### src/rtl/regfile_rn_pkg.sv
// Shared defaults and read-result encoding for the renamed register file.
// Pure definitions: no latency, no backpressure.
package regfile_rn_pkg;

    localparam int DEF_DATA_W  = 32;
    localparam int DEF_REG_W   = 5;
    localparam int DEF_ROB_W   = 4;
    localparam int DEF_REG_NUM = 2 ** DEF_REG_W;

    localparam logic TYPE_VAL = 1'b0;
    localparam logic TYPE_TAG = 1'b1;

endpackage

### src/rtl/regfile_rn_rdport.sv
// One operand read port: returns register value, same-cycle commit bypass, or ROB tag.
// Combinational, zero latency; never stalls.
module regfile_rn_rdport
    import regfile_rn_pkg::*;
#(
    parameter int DATA_W = DEF_DATA_W,
    parameter int REG_W  = DEF_REG_W,
    parameter int ROB_W  = DEF_ROB_W,
    parameter int NUM_CP = 1
) (
    input  logic                     query_i,
    input  logic [REG_W-1:0]         pos_i,
    input  logic [DATA_W-1:0]        reg_val_i,
    input  logic [ROB_W-1:0]         reg_qi_i,
    input  logic                     reg_busy_i,
    input  logic [NUM_CP-1:0]        unlock_i,
    input  logic [NUM_CP*ROB_W-1:0]  unlock_robpos_i,
    input  logic [NUM_CP*DATA_W-1:0] unlock_val_i,
    output logic                     flag_o,
    output logic                     type_o,
    output logic [DATA_W-1:0]        val_o
);

    logic              hit;
    logic [DATA_W-1:0] hit_val;

    // Ascending scan: the youngest matching commit is the last one to assign.
    always_comb begin
        hit     = 1'b0;
        hit_val = '0;
        for (int k = 0; k < NUM_CP; k++) begin
            if (unlock_i[k] && unlock_robpos_i[k*ROB_W +: ROB_W] == reg_qi_i) begin
                hit     = 1'b1;
                hit_val = unlock_val_i[k*DATA_W +: DATA_W];
            end
        end
    end

    always_comb begin
        flag_o = query_i;
        type_o = TYPE_VAL;
        val_o  = '0;
        if (query_i && pos_i != '0) begin
            if (!reg_busy_i) begin
                val_o = reg_val_i;
            end else if (hit) begin
                val_o = hit_val;
            end else begin
                type_o = TYPE_TAG;
                val_o  = DATA_W'(reg_qi_i);
            end
        end
    end

endmodule

### src/rtl/regfile_rn.sv
// Architectural register file with rename tags, multi-port reads/commits and flush.
// Reads combinational (same-cycle commit bypass); lock/commit take effect next cycle; ready=0 freezes state.
module regfile_rn
    import regfile_rn_pkg::*;
#(
    parameter int DATA_W = DEF_DATA_W,
    parameter int REG_W  = DEF_REG_W,
    parameter int ROB_W  = DEF_ROB_W,
    parameter int NUM_RP = 2,
    parameter int NUM_CP = 1
) (
    input  logic                     clk,
    input  logic                     reset,
    input  logic                     ready,
    input  logic                     flush,
    input  logic [NUM_RP-1:0]        rd_query,
    input  logic [NUM_RP*REG_W-1:0]  rd_pos,
    output logic [NUM_RP-1:0]        rd_flag,
    output logic [NUM_RP-1:0]        rd_type,
    output logic [NUM_RP*DATA_W-1:0] rd_val,
    input  logic                     lock,
    input  logic [REG_W-1:0]         lock_rd,
    input  logic [ROB_W-1:0]         lock_robpos,
    input  logic [NUM_CP-1:0]        unlock,
    input  logic [NUM_CP*REG_W-1:0]  unlock_rd,
    input  logic [NUM_CP*ROB_W-1:0]  unlock_robpos,
    input  logic [NUM_CP*DATA_W-1:0] unlock_val
);

    localparam int REG_NUM = 2 ** REG_W;

    logic [DATA_W-1:0] val_q  [REG_NUM];
    logic [DATA_W-1:0] val_d  [REG_NUM];
    logic [ROB_W-1:0]  qi_q   [REG_NUM];
    logic [ROB_W-1:0]  qi_d   [REG_NUM];
    logic [REG_NUM-1:0] busy_q;
    logic [REG_NUM-1:0] busy_d;

    always_comb begin
        val_d  = val_q;
        qi_d   = qi_q;
        busy_d = busy_q;
        if (ready) begin
            // Commits always write the value; busy clears only on a live tag match.
            for (int k = 0; k < NUM_CP; k++) begin
                if (unlock[k] && unlock_rd[k*REG_W +: REG_W] != '0) begin
                    val_d[unlock_rd[k*REG_W +: REG_W]] = unlock_val[k*DATA_W +: DATA_W];
                    if (busy_q[unlock_rd[k*REG_W +: REG_W]] &&
                        qi_q[unlock_rd[k*REG_W +: REG_W]] == unlock_robpos[k*ROB_W +: ROB_W]) begin
                        busy_d[unlock_rd[k*REG_W +: REG_W]] = 1'b0;
                    end
                end
            end
            if (flush) begin
                for (int r = 0; r < REG_NUM; r++) begin
                    qi_d[r]   = '0;
                    busy_d[r] = 1'b0;
                end
            end else if (lock && lock_rd != '0) begin
                qi_d[lock_rd]   = lock_robpos;
                busy_d[lock_rd] = 1'b1;
            end
        end
    end

    always_ff @(posedge clk) begin
        if (!reset) begin
            val_q  <= '{default: '0};
            qi_q   <= '{default: '0};
            busy_q <= '0;
        end else begin
            val_q  <= val_d;
            qi_q   <= qi_d;
            busy_q <= busy_d;
        end
    end

    for (genvar p = 0; p < NUM_RP; p++) begin : g_rp
        regfile_rn_rdport #(
            .DATA_W (DATA_W),
            .REG_W  (REG_W),
            .ROB_W  (ROB_W),
            .NUM_CP (NUM_CP)
        ) u_rdport (
            .query_i         (rd_query[p]),
            .pos_i           (rd_pos[p*REG_W +: REG_W]),
            .reg_val_i       (val_q[rd_pos[p*REG_W +: REG_W]]),
            .reg_qi_i        (qi_q[rd_pos[p*REG_W +: REG_W]]),
            .reg_busy_i      (busy_q[rd_pos[p*REG_W +: REG_W]]),
            .unlock_i        (unlock),
            .unlock_robpos_i (unlock_robpos),
            .unlock_val_i    (unlock_val),
            .flag_o          (rd_flag[p]),
            .type_o          (rd_type[p]),
            .val_o           (rd_val[p*DATA_W +: DATA_W])
        );
    end

endmodule
### config.mk
export PLATFORM = sky130hd
export DESIGN_NAME = regfile_rn
export DESIGN_NICKNAME = d
export VERILOG_FILES = /design/src/rtl/regfile_rn_pkg.sv /design/src/rtl/regfile_rn_rdport.sv /design/src/rtl/regfile_rn.sv
export SDC_FILE = /design/constraint.sdc
export NUM_CORES = 2
export LEC_CHECK = 0
export BUFFER_PORTS_ARGS = -buffer_cell sky130_fd_sc_hd__buf_2
export CAP_MARGIN = 20
export CORE_UTILIZATION = 30
export DETAILED_ROUTE_END_ITERATION = 10
export HOLD_SLACK_MARGIN = 0.1
export PLACE_DENSITY = 0.45
export SYNTH_ARGS = -nofsm -noshare
export SYNTH_HDL_FRONTEND = slang
export SYNTH_SLANG_ARGS = --single-unit
### constraint.sdc
create_clock -name clk -period 5 [get_ports clk]
set_clock_uncertainty 0.1 [all_clocks]
set_input_delay 1 -clock clk [delete_from_list [all_inputs] [get_ports clk]]
set_output_delay 1 -clock clk [all_outputs]
set_load 0.03 [all_outputs]
# Word level (Yosys, flattened, before mapping)
# Cells that the tools add are included.
# Widths: inputs -> output; s select.
[classes] order_cmp=12 n_eq_ne=3 muxes=54 bitwise_logic=7 reduce_logical=18
[ops] operator="$bwmux 1024" count=1
[ops] operator="$mux 32" count=18
[ops] operator="$bmux 32 s5" count=2
[ops] operator="$mux 128" count=2
[ops] operator="$demux 32 s5" count=1
[ops] operator="$bwmux 128" count=1
[ops] operator="$bmux 4 s5" count=3
[ops] operator="$and 32x32->32" count=1
[ops] operator="$not 32->32" count=1
[ops] operator="$or 32x32->32" count=1
[ops] operator="$mux 4" count=7
[ops] operator="$ge 6x6->1 const B" count=4
[ops] operator="$lt 5x6->1 const B" count=4
[ops] operator="$not 5->6" count=4
[ops] operator="$demux 4 s5" count=1
[ops] operator="$reduce_bool 5->1" count=4
[ops] operator="$bmux 1 s5" count=3
[ops] operator="$mux 1" count=13
[ops] operator="$eq 4x4->1" count=3
[ops] operator="$lt 6x1->1 const B" count=2
[ops] operator="$logic_and 1x1->1" count=11
[ops] operator="$demux 1 s5" count=2
[ops] operator="$ge 5x1->1 const B" count=2
[ops] operator="$reduce_and 2->1" count=2
[ops] operator="$reduce_bool 2->1" count=1
[totals] register_bits=1184 in_bits=68 out_inout_bits=68 word_cells=159

# Depth between registers and ports, before layout
[logic_depth] depth_word=12 depth_mapped=13 mapped_depth_nobuf=8

# Cells and area by module
# A second synthesis with hierarchy kept.
[hier_totals] hier_cells=6731 area_unflattened_um2=66023.3
[modules_own_cells] mod="regfile_rn" instances=1 cells_per_inst=6533 area_each_um2=64446.8 seq_area_each_um2=23702.7
[modules_own_cells] mod="regfile_rn_rdport" instances=2 cells_per_inst=99 area_each_um2=788.3 seq_area_each_um2=0.0

# Worst setup path after synthesis
# Ideal clock, no wire load.
[synth_path] path_kind="input-to-output" from="input port rd_pos[2]" to="output port rd_val[0]" t_arrival_ps=4074 required_ps=3900 setup_slack_ps=-174 cell_stages=9 path_buffers=2 cell_sequence="buf_2 > buf_2 > mux4_2 > mux4_2 > xnor2_1 > nand4_1 > a211oi_4 > mux2_1 > a211oi_1"
[synth_via] elab_chain_len=10 word_cells_on_any_way=18 classes_between="eq/ne: 1; mux: 13; bitwise: 1; reduce/logical: 3"
[synth_rtl] item="start: declaration" line="regfile_rn.sv:17" text="input logic [NUM_RP*REG_W-1:0] rd_pos,"
[synth_rtl] item="$not 5->6 (not written as such)" line="regfile_rn.sv:87, regfile_rn.sv:88"
[synth_rtl] item="$bmux 4 s5" line="regfile_rn.sv:88" text=".reg_qi_i (qi_q[rd_pos[p*REG_W +: REG_W]]),"
[synth_rtl] item="$mux 4 (not written as such) (2 in series)" line="regfile_rn.sv:88"
[synth_rtl] item="$eq 4x4->1" line="regfile_rn_rdport.sv:32" text="if (unlock_i[k] && unlock_robpos_i[k*ROB_W +: ROB_W] == reg_qi_i) begin"
[synth_rtl] item="$logic_and 1x1->1" line="regfile_rn_rdport.sv:32"
[synth_rtl] item="$mux 32 / $mux 1 (equally long branches)" line="regfile_rn_rdport.sv:32"
[synth_rtl] item="$mux 32" line="regfile_rn_rdport.sv:46" text="end else if (hit) begin"
[synth_rtl] item="$mux 32" line="regfile_rn_rdport.sv:44" text="if (!reg_busy_i) begin"
[synth_rtl] item="$mux 32 *" line="regfile_rn_rdport.sv:43" text="if (query_i && pos_i != '0) begin"
[synth_rtl] item="end: declaration" line="regfile_rn.sv:20" text="output logic [NUM_RP*DATA_W-1:0] rd_val,"
# Every way passes the cells marked *; elsewhere a longest branch is shown, timed or not. The select of a mux whose other input is x is not followed.

# Final worst setup path
[layout_path] from="input port rd_pos[1]" to="output port rd_val[0]"
# The elaborated chain is that of the path after synthesis.

==> impl_metrics.json <==
{
  "p_total_mw": 22.7,
  "cts_sinks": 1184,
  "synthTopCellsByCount": "2,162 x nand2_1, 1,184 x dfxtp_1, 992 x a21boi_0, 671 x mux4_2, 553 x clkbuf_1",
  "grt_remaining_overflow": 0,
  "track_usage": 0.261,
  "vias_per_cell": 5.69,
  "layout_setup_ws_ns": -0.0961,
  "synth_seq_cells": 1184,
  "hold_class": "register to register",
  "violations": "negative setup slack",
  "synth_top_area_cell": "dfxtp_1",
  "routedWlPerCell_um": 29.8,
  "syn_to_final_growth_pct": 19.0,
  "outcome": "complete, but fails checks",
  "htreeDepth": 4,
  "period_needed_ns": 5.10,
  "ys.warnings.count": 0,
  "cp.required_ns": 3.90,
  "ir_worst_vdd_uv": 337,
  "finalCritPeriodShare": 1.02,
  "die_area_mm2": 0.222,
  "synth_edf_count": 0,
  "numCtsBuffers": 144,
  "layout-drive-gt1-share": 0.236,
  "fin_setup_tns_ns": -0.593,
  "portBuffers": 135,
  "ant_nets": 0,
  "dpl.hpwl_um": 179000,
  "slew_violations": 0,
  "clock-root-buffer": "clkbuf_16",
  "synthArstFlopShare": 0,
  "m1WireLength_um": 127000,
  "worstPathArrival_ns": 4.00,
  "vias": 56818,
  "grt_pass1_vias": 54902,
  "syn-cell-area_mm2": 0.0661,
  "avgSynthCellArea_um2": 9.44,
  "netlist.area_leader.share": 0.358,
  "fmax_mhz": 196,
  "die_h_um": 472,
  "clkLatencyLatePin_ns": 0.82,
  "ys_top_cells_by_area": "dfxtp_1 36%, mux4_2 23%, nand2_1 12%",
  "antenna_found_initial": 20,
  "gp_congestion": 0.951,
  "cp-end-kind": "primary output",
  "synth.distinct_cells": 59,
  "clock_path_buffers": 3,
  "grt_setup_unrepaired": "yes",
  "dr.pass1.iters": 8,
  "p_leak_nw": 25.5,
  "worst_pin_slew_ns": 1.03,
  "yosysSeqAreaShare": 0.358,
  "wl_met3_um": 23700,
  "grt_max_degree": 226,
  "drv_cap": 0,
  "start_kind": "input pin",
  "setup_violations": 15,
  "ioPinCount": 136,
  "synth_flop_cell": "dfxtp_1",
  "drc": 0,
  "cts_tree": "yes",
  "start_util": 0.303,
  "crit_fanout": 6,
  "final_net_count": 7065,
  "min_path_cells": 2,
  "hold_viol": 0,
  "drt-initial-drc-count": 6259,
  "met2WireLength_um": 134000,
  "netlist_instances": 7008,
  "syn-num-nets": 7076,
  "grt_pass1_wl_um": 418000,
  "wirelength_um": 298000,
  "hold_buffers": 0,
  "yosysMostFrequentCell": "nand2_1",
  "path_clk_slew_ns": 0.06,
  "fp-row-count": 171,
  "p_per_area_mw_per_mm2": 288,
  "ff2ff_path_depth": 10,
  "max_slew_margin": 0.309,
  "crit_type": "input pin to primary output",
  "core_area_mm2": 0.218,
  "fp.dieW_um": 472,
  "route.top_layer_used": "met4"
}
[timing repair]
action | 4_1_cts | 5_1_grt
resized for setup | 139 | 137
buffers inserted | 18 | 24
endpoints found under the setup margin | 64 | 64
pin swaps | 39 | 41
gates cloned | 9 | 5
[path summary, 6_finish.rpt]
| kind | endpoint | slack [ns] | start |
|---|---|---|---|
| setup / recovery | rd_val[0] | -0.1 | rd_pos[1] |
| hold / removal | val_q[425] | 0.38 | val_q[425] |
| setup reg to reg | busy_q[1] | 1.97 | qi_q[34] |
| hold reg to reg | val_q[425] | 0.38 | val_q[425] |
[per-layer routing]
metal	vias to the layer above	track usage
met5	-	0
met4	0	0.109
met3	563	0.0526
met2	2508	0.408
met1	29005	0.350
li1	24742	-
[state kept, by name (all words and copies together) (netlist names)]
| signal | flops |
|---|---|
| busy_q | 32 |
| qi_q | 128 |
| val_q | 1024 |
[critical path, cell delays in order]
cell,delay [ns]
buf_12,0.12
buf_6,0.14
mux4_2,0.51
mux2i_2,0.24
buf_4,0.16
nor2_1,0.05
a311oi_2,0.33
xnor2_2,0.12
a211oi_4,0.30
buf_12,0.19
mux2_4,0.31
a211oi_2,0.19
buf_4,0.18
buf_6,0.13
[layout by cell type, fill, tap and decap left out, types with 15 or more instances in the layout]
cell type and n:
o21ai_1 15, buf_2 80, clkinv_2 16, nor2_1 222
nand2_1 2129, nand2_2 33, nor2_4 37, a211oi_2 19
a31oi_1 29, mux4_2 671, mux2i_1 294, buf_6 38
a221oi_1 33, buf_12 81, nor2b_1 135, a21boi_0 992
and2_1 47, buf_4 340, clkbuf_8 39, a22oi_1 30
o211ai_1 40, o21ai_0 22, clkbuf_1 37, nand3_1 17
clkbuf_16 151, o22ai_1 24, buf_16 20, o21a_1 27
dfxtp_1 1170, a21oi_1 58
[kinds of logic after synthesis]
family | Yosys count | share of synthesized area
flip-flops | 1184 | 0.358
AO/OA/AOI/OAI | 1374 | 0.152
multiplexers | 981 | 0.276
buffers and inverters | 742 | 0.0462
AND/OR/NAND/NOR | 2714 | 0.166
XOR/XNOR | 13 | 0.00172
[metrics by stage]
step                 util  instance area, µm²  hold WS (ns)  setup WS [ns]  std cells
finish              0.361               78700         0.375        -0.0961       9979
global route        0.361               78700         0.391         -0.166       9978
CTS                 0.357               77800         0.376        -0.0864       9941
detailed placement  0.330               71900         0.364         -0.549       9652
global placement    0.330               71900         0.357         -0.533       9652
floorplan               -               66200         0.343         -0.106       7008
[report_power, final]
| group | leakage (nW) | switching, mW | total, mW | internal (mW) |
|---|---|---|---|---|
| Clock | 2.41 | 4.56 | 11.0 | 6.46 |
| Sequential | 9.54 | 0.0288 | 9.50 | 9.47 |
| Combinational | 13.6 | 1.38 | 2.18 | 0.804 |
| Total | 25.5 | 5.97 | 22.7 | 16.7 |
[final cells by class]
type,count,area [µm²]
Sequential cell,1184,23700
Timing Repair Buffer,578,5980
Clock inverter,42,628
Antenna cell,11,27.5
Multi-Input combinational cell,5082,40400
Clock buffer,221,4320
Tap cell,2854,3570
Inverter,7,35.0
Fill cell,21543,139000
Note: power is estimated with default switching activity, not from simulation.
